===== src/rtl/alu_share_arb_pkg.sv =====
// Shared types and constants for the two-requester ALU sharing arbiter.
package alu_share_arb_pkg;

  localparam int unsigned DATA_W = 8;
  localparam int unsigned OP_W   = 4;
  localparam int unsigned SEL_W  = 4;
  localparam int unsigned LAT_W  = 2;

  typedef enum logic [1:0] {
    IDLE = 2'd0,
    EXEC = 2'd1,
    RESP = 2'd2
  } state_t;

  localparam logic [1:0] SEL3_A    = 2'b00;
  localparam logic [1:0] SEL3_ALU  = 2'b01;
  localparam logic [1:0] SEL3_B    = 2'b10;
  localparam logic [1:0] SEL3_ZERO = 2'b11;

  // One ALU operation as presented by a requester; sel = {se1, se2, se3[1:0]}.
  typedef struct packed {
    logic [DATA_W-1:0] a;
    logic [DATA_W-1:0] b;
    logic [OP_W-1:0]   op;
    logic [SEL_W-1:0]  sel;
  } alu_req_t;

endpackage


===== src/rtl/alu_share_arb_if.sv =====
// Request, response and ALU-datapath signals of the ALU sharing arbiter.
interface alu_share_arb_if;
  import alu_share_arb_pkg::*;

  logic              req0_valid, req0_ready;
  logic [DATA_W-1:0] req0_a, req0_b;
  logic [OP_W-1:0]   req0_op;
  logic [SEL_W-1:0]  req0_sel;

  logic              req1_valid, req1_ready;
  logic [DATA_W-1:0] req1_a, req1_b;
  logic [OP_W-1:0]   req1_op;
  logic [SEL_W-1:0]  req1_sel;

  logic              rsp0_valid, rsp0_ready;
  logic              rsp1_valid, rsp1_ready;
  logic [DATA_W-1:0] rsp_data;

  logic [DATA_W-1:0] alu_a, alu_b;
  logic [OP_W-1:0]   alu_op;
  logic              alu_se1, alu_se2;
  logic [1:0]        alu_se3;
  logic [DATA_W-1:0] alu_result;

  // Arbiter side
  modport slave (
    input  req0_valid, req0_a, req0_b, req0_op, req0_sel,
    input  req1_valid, req1_a, req1_b, req1_op, req1_sel,
    input  rsp0_ready, rsp1_ready, alu_result,
    output req0_ready, req1_ready, rsp0_valid, rsp1_valid, rsp_data,
    output alu_a, alu_b, alu_op, alu_se1, alu_se2, alu_se3
  );

  // Requester / datapath side
  modport master (
    output req0_valid, req0_a, req0_b, req0_op, req0_sel,
    output req1_valid, req1_a, req1_b, req1_op, req1_sel,
    output rsp0_ready, rsp1_ready, alu_result,
    input  req0_ready, req1_ready, rsp0_valid, rsp1_valid, rsp_data,
    input  alu_a, alu_b, alu_op, alu_se1, alu_se2, alu_se3
  );

endinterface


===== src/rtl/alu_share_arb_rr_grant2.sv =====
// Combinational 2-way grant; round-robin on last_grant, or requester 0
// always first when ALU_ARB_FIXED_PRIO_EN is defined.
module rr_grant2 (
  input  logic [1:0] valid,
  input  logic       last_grant,
  output logic [1:0] grant_c
);

`ifdef ALU_ARB_FIXED_PRIO_EN
  logic unused_last_grant;
  assign unused_last_grant = last_grant;
`endif

  always_comb begin
    grant_c = valid;
    if (valid == 2'b11) begin
`ifdef ALU_ARB_FIXED_PRIO_EN
      grant_c = 2'b01;
`else
      grant_c = last_grant ? 2'b01 : 2'b10;
`endif
    end
  end

endmodule


===== src/rtl/alu_share_arb.sv =====
// Time-shares one ALU datapath between two requesters: grant, drive operands
// for ALU_LAT cycles, capture result, return it. Option: ALU_ARB_FIXED_PRIO_EN.
module alu_share_arb
  import alu_share_arb_pkg::*;
#(
  parameter int unsigned ALU_LAT = 1
) (
  input logic           clk,
  input logic           rst,
  alu_share_arb_if.slave bus
);

  state_t            state_q, state_d;
  logic              last_q, last_d;
  logic              owner_q, owner_d;
  logic [LAT_W-1:0]  lat_q, lat_d;
  alu_req_t          opr_q, opr_d;
  logic [1:0]        se3_q, se3_d;
  logic [DATA_W-1:0] data_q, data_d;
  logic [1:0]        rspv_q, rspv_d;
  logic [1:0]        grant_c, ready_c;
  alu_req_t          req0_p, req1_p;

  assign req0_p = '{a: bus.req0_a, b: bus.req0_b, op: bus.req0_op, sel: bus.req0_sel};
  assign req1_p = '{a: bus.req1_a, b: bus.req1_b, op: bus.req1_op, sel: bus.req1_sel};

  rr_grant2 u_grant (
    .valid      ({bus.req1_valid, bus.req0_valid}),
    .last_grant (last_q),
    .grant_c    (grant_c)
  );

  // Next-state and next-output logic
  always_comb begin
    state_d = state_q;
    last_d  = last_q;
    owner_d = owner_q;
    lat_d   = lat_q;
    opr_d   = opr_q;
    se3_d   = se3_q;
    data_d  = data_q;
    rspv_d  = rspv_q;
    ready_c = 2'b00;
    unique case (state_q)
      IDLE: begin
        ready_c = grant_c & {2{~rst}};
        if (|grant_c) begin
          owner_d = grant_c[1];
          last_d  = grant_c[1];
          opr_d   = grant_c[1] ? req1_p : req0_p;
          se3_d   = opr_d.sel[1:0];
          lat_d   = LAT_W'(ALU_LAT - 1);
          state_d = EXEC;
        end
      end
      EXEC: begin
        if (lat_q == '0) begin
          data_d  = bus.alu_result;
          rspv_d  = owner_q ? 2'b10 : 2'b01;
          se3_d   = SEL3_ZERO;
          state_d = RESP;
        end else begin
          lat_d = lat_q - LAT_W'(1);
        end
      end
      RESP: begin
        if (owner_q ? bus.rsp1_ready : bus.rsp0_ready) begin
          rspv_d  = 2'b00;
          state_d = IDLE;
        end
      end
      default: state_d = IDLE;
    endcase
  end

  always_ff @(posedge clk) begin
    if (rst) begin
      state_q <= IDLE;
      last_q  <= 1'b1;
      owner_q <= 1'b0;
      lat_q   <= '0;
      opr_q   <= '0;
      se3_q   <= SEL3_ZERO;
      data_q  <= '0;
      rspv_q  <= 2'b00;
    end else begin
      state_q <= state_d;
      last_q  <= last_d;
      owner_q <= owner_d;
      lat_q   <= lat_d;
      opr_q   <= opr_d;
      se3_q   <= se3_d;
      data_q  <= data_d;
      rspv_q  <= rspv_d;
    end
  end

  // Handshake readiness is decided in the same cycle the request is seen
  assign bus.req0_ready = ready_c[0];
  assign bus.req1_ready = ready_c[1];
  assign bus.rsp0_valid = rspv_q[0];
  assign bus.rsp1_valid = rspv_q[1];
  assign bus.rsp_data   = data_q;
  assign bus.alu_a      = opr_q.a;
  assign bus.alu_b      = opr_q.b;
  assign bus.alu_op     = opr_q.op;
  assign bus.alu_se1    = opr_q.sel[3];
  assign bus.alu_se2    = opr_q.sel[2];
  assign bus.alu_se3    = se3_q;

endmodule


===== src/flat_wrapper.sv =====
// flat-port wrapper written by rule: the top's interface ports become plain ports
module alu_share_arb_flat import alu_share_arb_pkg::*;
#(
  parameter int unsigned ALU_LAT = 1
)
  (clk, rst, bus_req0_valid, bus_req0_a, bus_req0_b, bus_req0_op, bus_req0_sel, bus_req1_valid, bus_req1_a, bus_req1_b, bus_req1_op, bus_req1_sel, bus_rsp0_ready, bus_rsp1_ready, bus_alu_result, bus_req0_ready, bus_req1_ready, bus_rsp0_valid, bus_rsp1_valid, bus_rsp_data, bus_alu_a, bus_alu_b, bus_alu_op, bus_alu_se1, bus_alu_se2, bus_alu_se3);
  alu_share_arb_if bus_i ();
  input logic clk;
  input logic rst;
  input wire logic [$bits(bus_i.req0_valid)-1:0] bus_req0_valid;
  input wire logic [$bits(bus_i.req0_a)-1:0] bus_req0_a;
  input wire logic [$bits(bus_i.req0_b)-1:0] bus_req0_b;
  input wire logic [$bits(bus_i.req0_op)-1:0] bus_req0_op;
  input wire logic [$bits(bus_i.req0_sel)-1:0] bus_req0_sel;
  input wire logic [$bits(bus_i.req1_valid)-1:0] bus_req1_valid;
  input wire logic [$bits(bus_i.req1_a)-1:0] bus_req1_a;
  input wire logic [$bits(bus_i.req1_b)-1:0] bus_req1_b;
  input wire logic [$bits(bus_i.req1_op)-1:0] bus_req1_op;
  input wire logic [$bits(bus_i.req1_sel)-1:0] bus_req1_sel;
  input wire logic [$bits(bus_i.rsp0_ready)-1:0] bus_rsp0_ready;
  input wire logic [$bits(bus_i.rsp1_ready)-1:0] bus_rsp1_ready;
  input wire logic [$bits(bus_i.alu_result)-1:0] bus_alu_result;
  output wire logic [$bits(bus_i.req0_ready)-1:0] bus_req0_ready;
  output wire logic [$bits(bus_i.req1_ready)-1:0] bus_req1_ready;
  output wire logic [$bits(bus_i.rsp0_valid)-1:0] bus_rsp0_valid;
  output wire logic [$bits(bus_i.rsp1_valid)-1:0] bus_rsp1_valid;
  output wire logic [$bits(bus_i.rsp_data)-1:0] bus_rsp_data;
  output wire logic [$bits(bus_i.alu_a)-1:0] bus_alu_a;
  output wire logic [$bits(bus_i.alu_b)-1:0] bus_alu_b;
  output wire logic [$bits(bus_i.alu_op)-1:0] bus_alu_op;
  output wire logic [$bits(bus_i.alu_se1)-1:0] bus_alu_se1;
  output wire logic [$bits(bus_i.alu_se2)-1:0] bus_alu_se2;
  output wire logic [$bits(bus_i.alu_se3)-1:0] bus_alu_se3;
  assign bus_i.req0_valid = bus_req0_valid;
  assign bus_i.req0_a = bus_req0_a;
  assign bus_i.req0_b = bus_req0_b;
  assign bus_i.req0_op = bus_req0_op;
  assign bus_i.req0_sel = bus_req0_sel;
  assign bus_i.req1_valid = bus_req1_valid;
  assign bus_i.req1_a = bus_req1_a;
  assign bus_i.req1_b = bus_req1_b;
  assign bus_i.req1_op = bus_req1_op;
  assign bus_i.req1_sel = bus_req1_sel;
  assign bus_i.rsp0_ready = bus_rsp0_ready;
  assign bus_i.rsp1_ready = bus_rsp1_ready;
  assign bus_i.alu_result = bus_alu_result;
  assign bus_req0_ready = bus_i.req0_ready;
  assign bus_req1_ready = bus_i.req1_ready;
  assign bus_rsp0_valid = bus_i.rsp0_valid;
  assign bus_rsp1_valid = bus_i.rsp1_valid;
  assign bus_rsp_data = bus_i.rsp_data;
  assign bus_alu_a = bus_i.alu_a;
  assign bus_alu_b = bus_i.alu_b;
  assign bus_alu_op = bus_i.alu_op;
  assign bus_alu_se1 = bus_i.alu_se1;
  assign bus_alu_se2 = bus_i.alu_se2;
  assign bus_alu_se3 = bus_i.alu_se3;
  alu_share_arb #(.ALU_LAT(ALU_LAT)) u_core (.clk(clk), .rst(rst), .bus(bus_i));
endmodule

===== config.mk =====
export PLATFORM = sky130hd
export DESIGN_NAME = alu_share_arb_flat
export DESIGN_NICKNAME = d
export VERILOG_FILES = /design/src/rtl/alu_share_arb_pkg.sv /design/src/rtl/alu_share_arb_if.sv /design/src/rtl/alu_share_arb_rr_grant2.sv /design/src/rtl/alu_share_arb.sv /design/src/flat_wrapper.sv
export SDC_FILE = /design/constraint.sdc
export NUM_CORES = 1
export LEC_CHECK = 0
export ABC_AREA = 1
export CAP_MARGIN = 0
export CORE_MARGIN = 3
export CORE_UTILIZATION = 36
export DETAILED_ROUTE_END_ITERATION = 16
export GPL_ROUTABILITY_DRIVEN = 1
export GPL_TIMING_DRIVEN = 0
export PLACE_DENSITY = 0.82
export SLEW_MARGIN = 10
export SYNTH_ARGS = -nofsm -noshare
export SYNTH_HDL_FRONTEND = slang
export SYNTH_HIERARCHICAL = 1
export SYNTH_SLANG_ARGS = --single-unit

===== constraint.sdc =====
create_clock -name clk -period 1.5 [get_ports clk]
set_input_delay 0.45 -clock clk [delete_from_list [all_inputs] [get_ports clk]]
set_output_delay 0.45 -clock clk [all_outputs]
set_load 0.01 [all_outputs]

==> impl_metrics.py, run 1 <==
metrics = {
    "run_status": {
        "outcome": "finished with violations",
        "violations": "setup timing",
    },
    "final_layout": {
        "final_net_count": 466,
        "layout_commonest_cell": "nand2_1",
        "diodes": 0,
        "final_cell_count_no_fill": 470,
        "post-route-cell-area_sq_um": 3208,
        "layout-drive-gt1-share": 0.1563,
        "syn2layout_area_growth_pct": 68.35,
        "final_cell_mix": "nand2_1 (95), clkdlybuf4s50_1 (58), nor2_1 (50)",
    },
    "critical_path": {
        "rr_startpoint": "u_core/last_q",
        "reg2reg_slack_ns": 0.06,
        "critPathTopFamily": "flip-flops",
        "endpoint_kind": "primary output",
        "start_kind": "flop",
        "critical_path.max_fanout": 3,
        "cp_num_buf_inv": 2,
        "crit_slowest_cell": "dfxtp_2",
        "crit_type": "flop to primary output",
        "slowest_delay_ns": 0.38,
        "path_cells": "nand3_2 > nand2_2 > inv_1 > nor3_2 > buf_2",
        "r2r_cells": 8,
        "crit_arrival_ns": 1.17,
        "required_ns": 1.05,
        "rr_endpoint": "u_core/bus.alu_op[2]",
    },
    "synthesis": {
        "syn-instance-count": 286,
        "synth_top_area_share": 0.4202,
        "synthesis.area_sq_um": 1906,
        "ys_types": 20,
        "synth-compound-area-share": 0.1031,
        "syn_area_per_cell_sq_um": 6.663,
        "synthAdderAreaFrac": 0.01313,
        "synth_nets": 350,
        "synth_largest_area_cell": "dfxtp_1",
        "yosysSeqAreaShare": 0.4202,
        "synth_top_family_by_area": "simple AND/OR/NAND/NOR gates",
        "synth_xor_area_frac": 0,
        "synthTopCellsByArea": "dfxtp_1 (42%), nand2_1 (19%), nor2_1 (11%), nand3_1 (5.3%), a21oi_1 (3.7%)",
        "synthSimpleGateAreaFrac": 0.3795,
        "synth.area.mux_share": 0,
        "ys_seq_elements": 40,
        "yosys_warnings": 6,
    },
    "floorplan": {
        "start_util": 0.3880,
        "dieArea_sq_um": 6202,
        "ioPinCount": 98,
        "die_x_microns": 78.76,
        "core_area_sq_um": 4911,
        "die_h_microns": 78.76,
        "rows": 25,
    },
    "placed_design": {
        "placement.io_buffers": 97,
        "place_area_sq_um": 2985,
        "dp_hpwl_microns": 4406,
        "dpl.cell_count": 450,
        "gp_congestion": 0.7645,
    },
    "timing": {
        "rsz0062_at_grt": "yes",
        "hold_ws_ns": 0.4582,
        "tns_ns": -0.2389,
        "period_share": 1.080,
        "worst_slack_ns": -0.1199,
        "period_needed_ns": 1.620,
        "maxSlewViolCount": 0,
        "setup_viol": 2,
        "worst_slew_pin_slew_ns": 0.4052,
        "max_slew_margin": 0.7299,
        "finClkSkew_ns": 0.007168,
        "timing.final.hold_violations": 0,
        "max_freq_ghz": 0.6173,
    },
    "grt": {
        "first_global_vias": 2169,
        "grt_pass1_wl_microns": 9501,
        "grt_max_degree": 14,
        "gr-total-overflow": 0,
        "antenna_found_initial": 0,
        "grt_use_total": 0.1900,
    },
    "hold_path": {
        "hp-start": "u_core/bus.rsp_data[0]",
        "holdPathStages": 2,
        "min_to": "u_core/bus.rsp_data[0]",
        "hold_path_class": "flop to flop",
    },
    "drt": {
        "wl_per_cell_microns": 12.63,
        "drc": 0,
        "final_antenna_net_count": 0,
        "vias": 2184,
        "dr.pass1.iters": 4,
        "vias_per_cell": 4.647,
        "drt_iter0_markers": 94,
        "wl_microns": 5934,
    },
    "cts": {
        "clock_path_buffers": 2,
        "clk-insertion-delay-late_ns": 0.29,
        "cts-root-buf": "clkbuf_8",
        "cts_tree": "yes",
        "cts-buffers-inserted": 5,
        "cts_sinks": 40,
        "path_clk_slew_ns": 0.08,
        "cts.htree.levels": 2,
        "cts_hold_buf": 0,
    },
    "power_and_ir_drop": {
        "power_mw": 4.896,
        "peakVddDrop_v": 0.0008700,
        "p_leak_nw": 1.563,
        "p_per_area_nw_per_um2": 1526,
    },
    "job": {
        "max_cap_viol_count": 0,
    },
}
==> layout make-up <==
class	instances	area, sq um
fill	434	1703
timing repair buffer	111	1051
multi-input combinational	218	1002
sequential	40	807.0
buffer	13	122.6
tap	67	83.83
clock buffer	5	68.82
inverter	13	53.80
clock inverter	3	18.77
==> worst max-delay path by stage <==
stage,from,depth (start not counted),endpoint,slack [ns]
6_report,u_core/last_q,5,bus_req0_ready,-0.12
5_1_grt,u_core/last_q,5,bus_req1_ready,-0.20
4_1_cts,u_core/last_q,6,bus_req1_ready,-0.15
3_5_place_dp,bus_req1_valid,8,bus_req1_ready,-1.10
3_3_place_gp,bus_req1_valid,8,bus_req1_ready,-1.10
2_1_floorplan,bus_req1_valid,6,bus_req1_ready,0.006
==> report_power, final <==
group	internal (mW)	total [mW]	switching [mW]	leakage, nW
Combinational	1.22	2.60	1.38	1.18
Sequential	1.42	1.60	0.178	0.331
Clock	0.324	0.696	0.372	0.0479
==> state kept, by name, indices dropped and copies added, names as in the netlist <==
register,flops
u_core/bus.alu_a,8
u_core/bus.alu_b,8
u_core/bus.rsp_data,8
u_core/bus.alu_op,4
u_core/bus.alu_se3,2
u_core/lat_q,2
u_core/rspv_q,2
u_core/state_q,2
u_core/bus.alu_se1,1
u_core/bus.alu_se2,1
u_core/last_q,1
u_core/owner_q,1
==> logic make-up after synthesis <==
kind of cell               Yosys count
adders and majority gates            2
AOI/OAI and AO/OA                   37
buffers and inverters               28
DFF                                 40
and+or+nand+nor                    179
==> per-stage QoR <==
stage	utilization	worst slack [ns]
after floorplan	-	0.005527
after global placement	0.6079	-1.096
after detailed placement	0.6079	-1.104
after CTS	0.6334	-0.1521
after global routing	0.6532	-0.1957
final	0.6532	-0.1199
==> Yosys cell counts <==
| cell type | instances |
|---|---|
| a21oi_1 | 14 |
| buf_2 | 6 |
| buf_6 | 6 |
| clkbuf_1 | 3 |
| dfxtp_1 | 40 |
| ha_1 | 2 |
| inv_1 | 10 |
| inv_2 | 2 |
| inv_4 | 1 |
| nand2_1 | 97 |
| nand2_2 | 2 |
| nand2_4 | 1 |
| nand3_1 | 20 |
| nor2_1 | 55 |
| nor2_2 | 2 |
| nor2_4 | 1 |
| nor3_1 | 1 |
| o21ai_0 | 14 |
| o21ai_1 | 8 |
| o21ai_4 | 1 |
==> per-layer routing <==
metal / wire [microns] / up-vias / share of wire / global-route usage
li1: - / 1132 / - / -
met1: 2397 / 982 / 0.40 / 0.2146
met2: 3128 / 57 / 0.53 / 0.3413
met3: 274 / 13 / 0.046 / 0.03968
met4: 133 / 0 / 0.022 / 0.08566
met5: 0 / - / 0 / 0
==> repair_timing <==
| item | 4_1_cts | 5_1_grt |
|---|---|---|
| cloned | 0 | 2 |
| endpoints found under the setup margin | 64 | 30 |
| buffers inserted | 9 | 3 |
| endpoints found under the hold margin | 0 | 0 |
| gates resized for setup | 63 | 24 |
| pin swaps | 7 | 1 |
==> worst min-delay path, delay by kind of cell, from the launching register on <==
family | cells | cell delay [ns]
AO/OA/AOI/OAI | 1 | 0.05
flip-flops | 1 | 0.31
AND/OR/NAND/NOR | 1 | 0.06
Note: power is estimated with default switching activity, not from simulation.
==> run 2, diff against run 1 <==
GPL_TIMING_DRIVEN = default   (was 0)
REMOVE_ABC_BUFFERS = 1   (was default)
TNS_END_PERCENT = 10   (was default)
==> run 2 against run 1 <==
  * Fmax rose by 1.9%
  * First-iteration DRC count is 15% lower
  * Critical path depth fell by 1
  * Cell count shrank 1.1%
  * Register-to-register slack got worse by 0.09 ns
  * Final area shrank 3.6%
  * The run still ends with setup timing left
  * Flip-flop and latch count stayed put
  * Count of clock-buffer cells in the layout is the same
  * Clock power down 12%
  * Largest power group unchanged
  * Via count fell by 3.4%
  * Global-route usage decreased by 1.2 points
==> impl_metrics.py, run 2 (synthesis results as in run 1) <==
metrics = {
    "run_status": {
        "outcome": "finished with violations",
        "violations": "setup timing",
    },
    "power_and_ir_drop": {
        "switching_share": 0.3871,
        "p_leak_nw": 1.514,
        "seqPwrFrac": 0.348,
        "internal_power_mw": 2.805,
        "p_per_area_nw_per_um2": 1480,
        "power.switching_mw": 1.772,
        "clockPowerShare": 0.134,
        "peakVddDrop_v": 0.0008543,
        "power_frac_comb": 0.518,
    },
    "grt": {
        "grt_use_total": 0.1779,
        "grt-busiest-layer": "met2",
        "met1_usage": 0.2073,
        "grt_use_met2": 0.3081,
        "antenna_found_initial": 0,
        "grt_max_degree": 27,
        "grt_pass1_wl_microns": 8825,
        "gr-total-overflow": 0,
        "first_global_vias": 1953,
        "grtUsageMet3": 0.05102,
    },
    "cts": {
        "cts_hold_buf": 0,
        "cts.htree.levels": 2,
        "cts_sinks": 40,
        "clk-insertion-delay-late_ns": 0.28,
        "path_clk_slew_ns": 0.07,
        "cts-buffers-inserted": 5,
        "cts-root-buf": "clkbuf_8",
        "cts_tree": "yes",
        "clock_path_buffers": 2,
    },
    "final_layout": {
        "layout-drive-gt1-share": 0.1357,
        "post-route-cell-area_sq_um": 3092,
        "diodes": 0,
        "layout_commonest_cell": "nand2_1",
        "fin_util": 0.6296,
        "final_net_count": 464,
        "final_cell_mix": "nand2_1 (96), clkdlybuf4s50_1 (58), nor2_1 (54)",
        "fill_cells": 475,
        "syn2layout_area_growth_pct": 62.25,
    },
    "timing": {
        "max_slew_margin": 0.8039,
        "finClkSkew_ns": 0.004307,
        "worst_slack_ns": -0.08976,
        "max_freq_ghz": 0.6290,
        "setup_viol": 5,
        "tns_ns": -0.2103,
        "rsz0062_at_grt": "yes",
        "maxSlewViolCount": 0,
        "worst_slew_pin_slew_ns": 0.2931,
        "period_share": 1.060,
        "period_needed_ns": 1.590,
        "hold_ws_ns": 0.4553,
        "timing.final.hold_violations": 0,
    },
    "critical_path": {
        "start_kind": "flop",
        "worstSetupStartpoint": "u_core/last_q",
        "crit_arrival_ns": 1.14,
        "rr_startpoint": "u_core/last_q",
        "crit_type": "flop to primary output",
        "critical_path.max_fanout": 3,
        "required_ns": 1.05,
        "endpoint_kind": "primary output",
    },
    "drt": {
        "final_antenna_net_count": 0,
        "wl_microns": 5366,
        "vias": 2110,
        "drt_iter0_markers": 80,
        "dr.pass1.iters": 4,
        "drc": 0,
        "vias_per_cell": 4.538,
        "wl_per_cell_microns": 11.54,
    },
    "placed_design": {
        "place_area_sq_um": 3003,
        "placement.io_buffers": 97,
        "gp_congestion": 0.7731,
        "dp_hpwl_microns": 4107,
        "post-place-ws_ns": -0.8600,
    },
    "floorplan": {
        "die_x_microns": 78.76,
        "rows": 25,
        "start_util": 0.3880,
        "ioPinCount": 98,
        "dieArea_sq_um": 6202,
        "die_h_microns": 78.76,
        "core_area_sq_um": 4911,
    },
    "job": {
        "max_cap_viol_count": 0,
    },
    "hold_path": {
        "hold_path_class": "flop to flop",
        "hp-start": "u_core/bus.rsp_data[7]",
    },
}
## run 2: cell types whose count changed in the layout (fill, tap and decap cells not counted), moves of 3 or more
cell,before,now
o21ai_0,8,14
o21ai_1,13,8
nor2_1,50,54
buf_8,3,0
buf_4,11,23
buf_6,7,1
## run 2: per-layer routing
layer  vias up  share of wire
met1       938           0.41
met2        51           0.51
li1       1115              -
met4         0          0.014
met3         6          0.062
met5         -              0
## run 2: layout make-up
class,instances,area (sq um),area share
inverters,13,51.30,0.01659
well taps,67,83.83,0.02711
flip-flops and latches,40,807.0,0.2610
multi-input cells,218,969.7,0.3136
repair buffers,122,1111,0.3594
clock buffers,5,68.82,0.02226
## run 2: power groups by stage
stage          registers, mW  logic [mW]  clock network, mW
3_3_place_gp            1.60        2.43                  0
5_1_grt                 1.64        2.67              0.696
4_1_cts                 1.59        2.37              0.635
2_1_floorplan           1.75        1.10                  0
6_report                1.59        2.37              0.613
3_5_place_dp            1.62        2.49                  0
## run 2: critical path, stage by stage (launching register included)
cell,delay (ns)
dfxtp_4,0.36
a21oi_4,0.18
nand2_2,0.08
nor2_2,0.10
buf_2,0.14
## run 2: worst paths after layout
| kind | to | slack [ns] | cells past startpoint |
|---|---|---|---|
| max | bus_req1_ready | -0.09 | 4 |
| min | u_core/bus.rsp_data[7] | 0.46 | 2 |
| max reg2reg | u_core/owner_q | -0.03 | 9 |
| min reg2reg | u_core/bus.rsp_data[7] | 0.46 | 2 |
## run 2: repair_timing
item,in CTS,in global routing
pin swaps,6,5
setup buffers,7,0
endpoints found under the setup margin,65,27
resized for setup,55,8
## run 2: metrics by stage
| step | power [mW] | cells |
|---|---|---|
| after floorplan | 2.850 | 271 |
| after global placement | 4.036 | 453 |
| after detailed placement | 4.105 | 453 |
| after CTS | 4.590 | 465 |
| after global routing | 5.006 | 465 |
| final | 4.577 | 465 |
==> run 3, diff against run 2 <==
CTS_BUF_LIST = sky130_fd_sc_hd__clkbuf_8 sky130_fd_sc_hd__clkbuf_16   (was default)
==> results of run 3 <==
Final layout, timing and power as in run 2 (identical DEF).
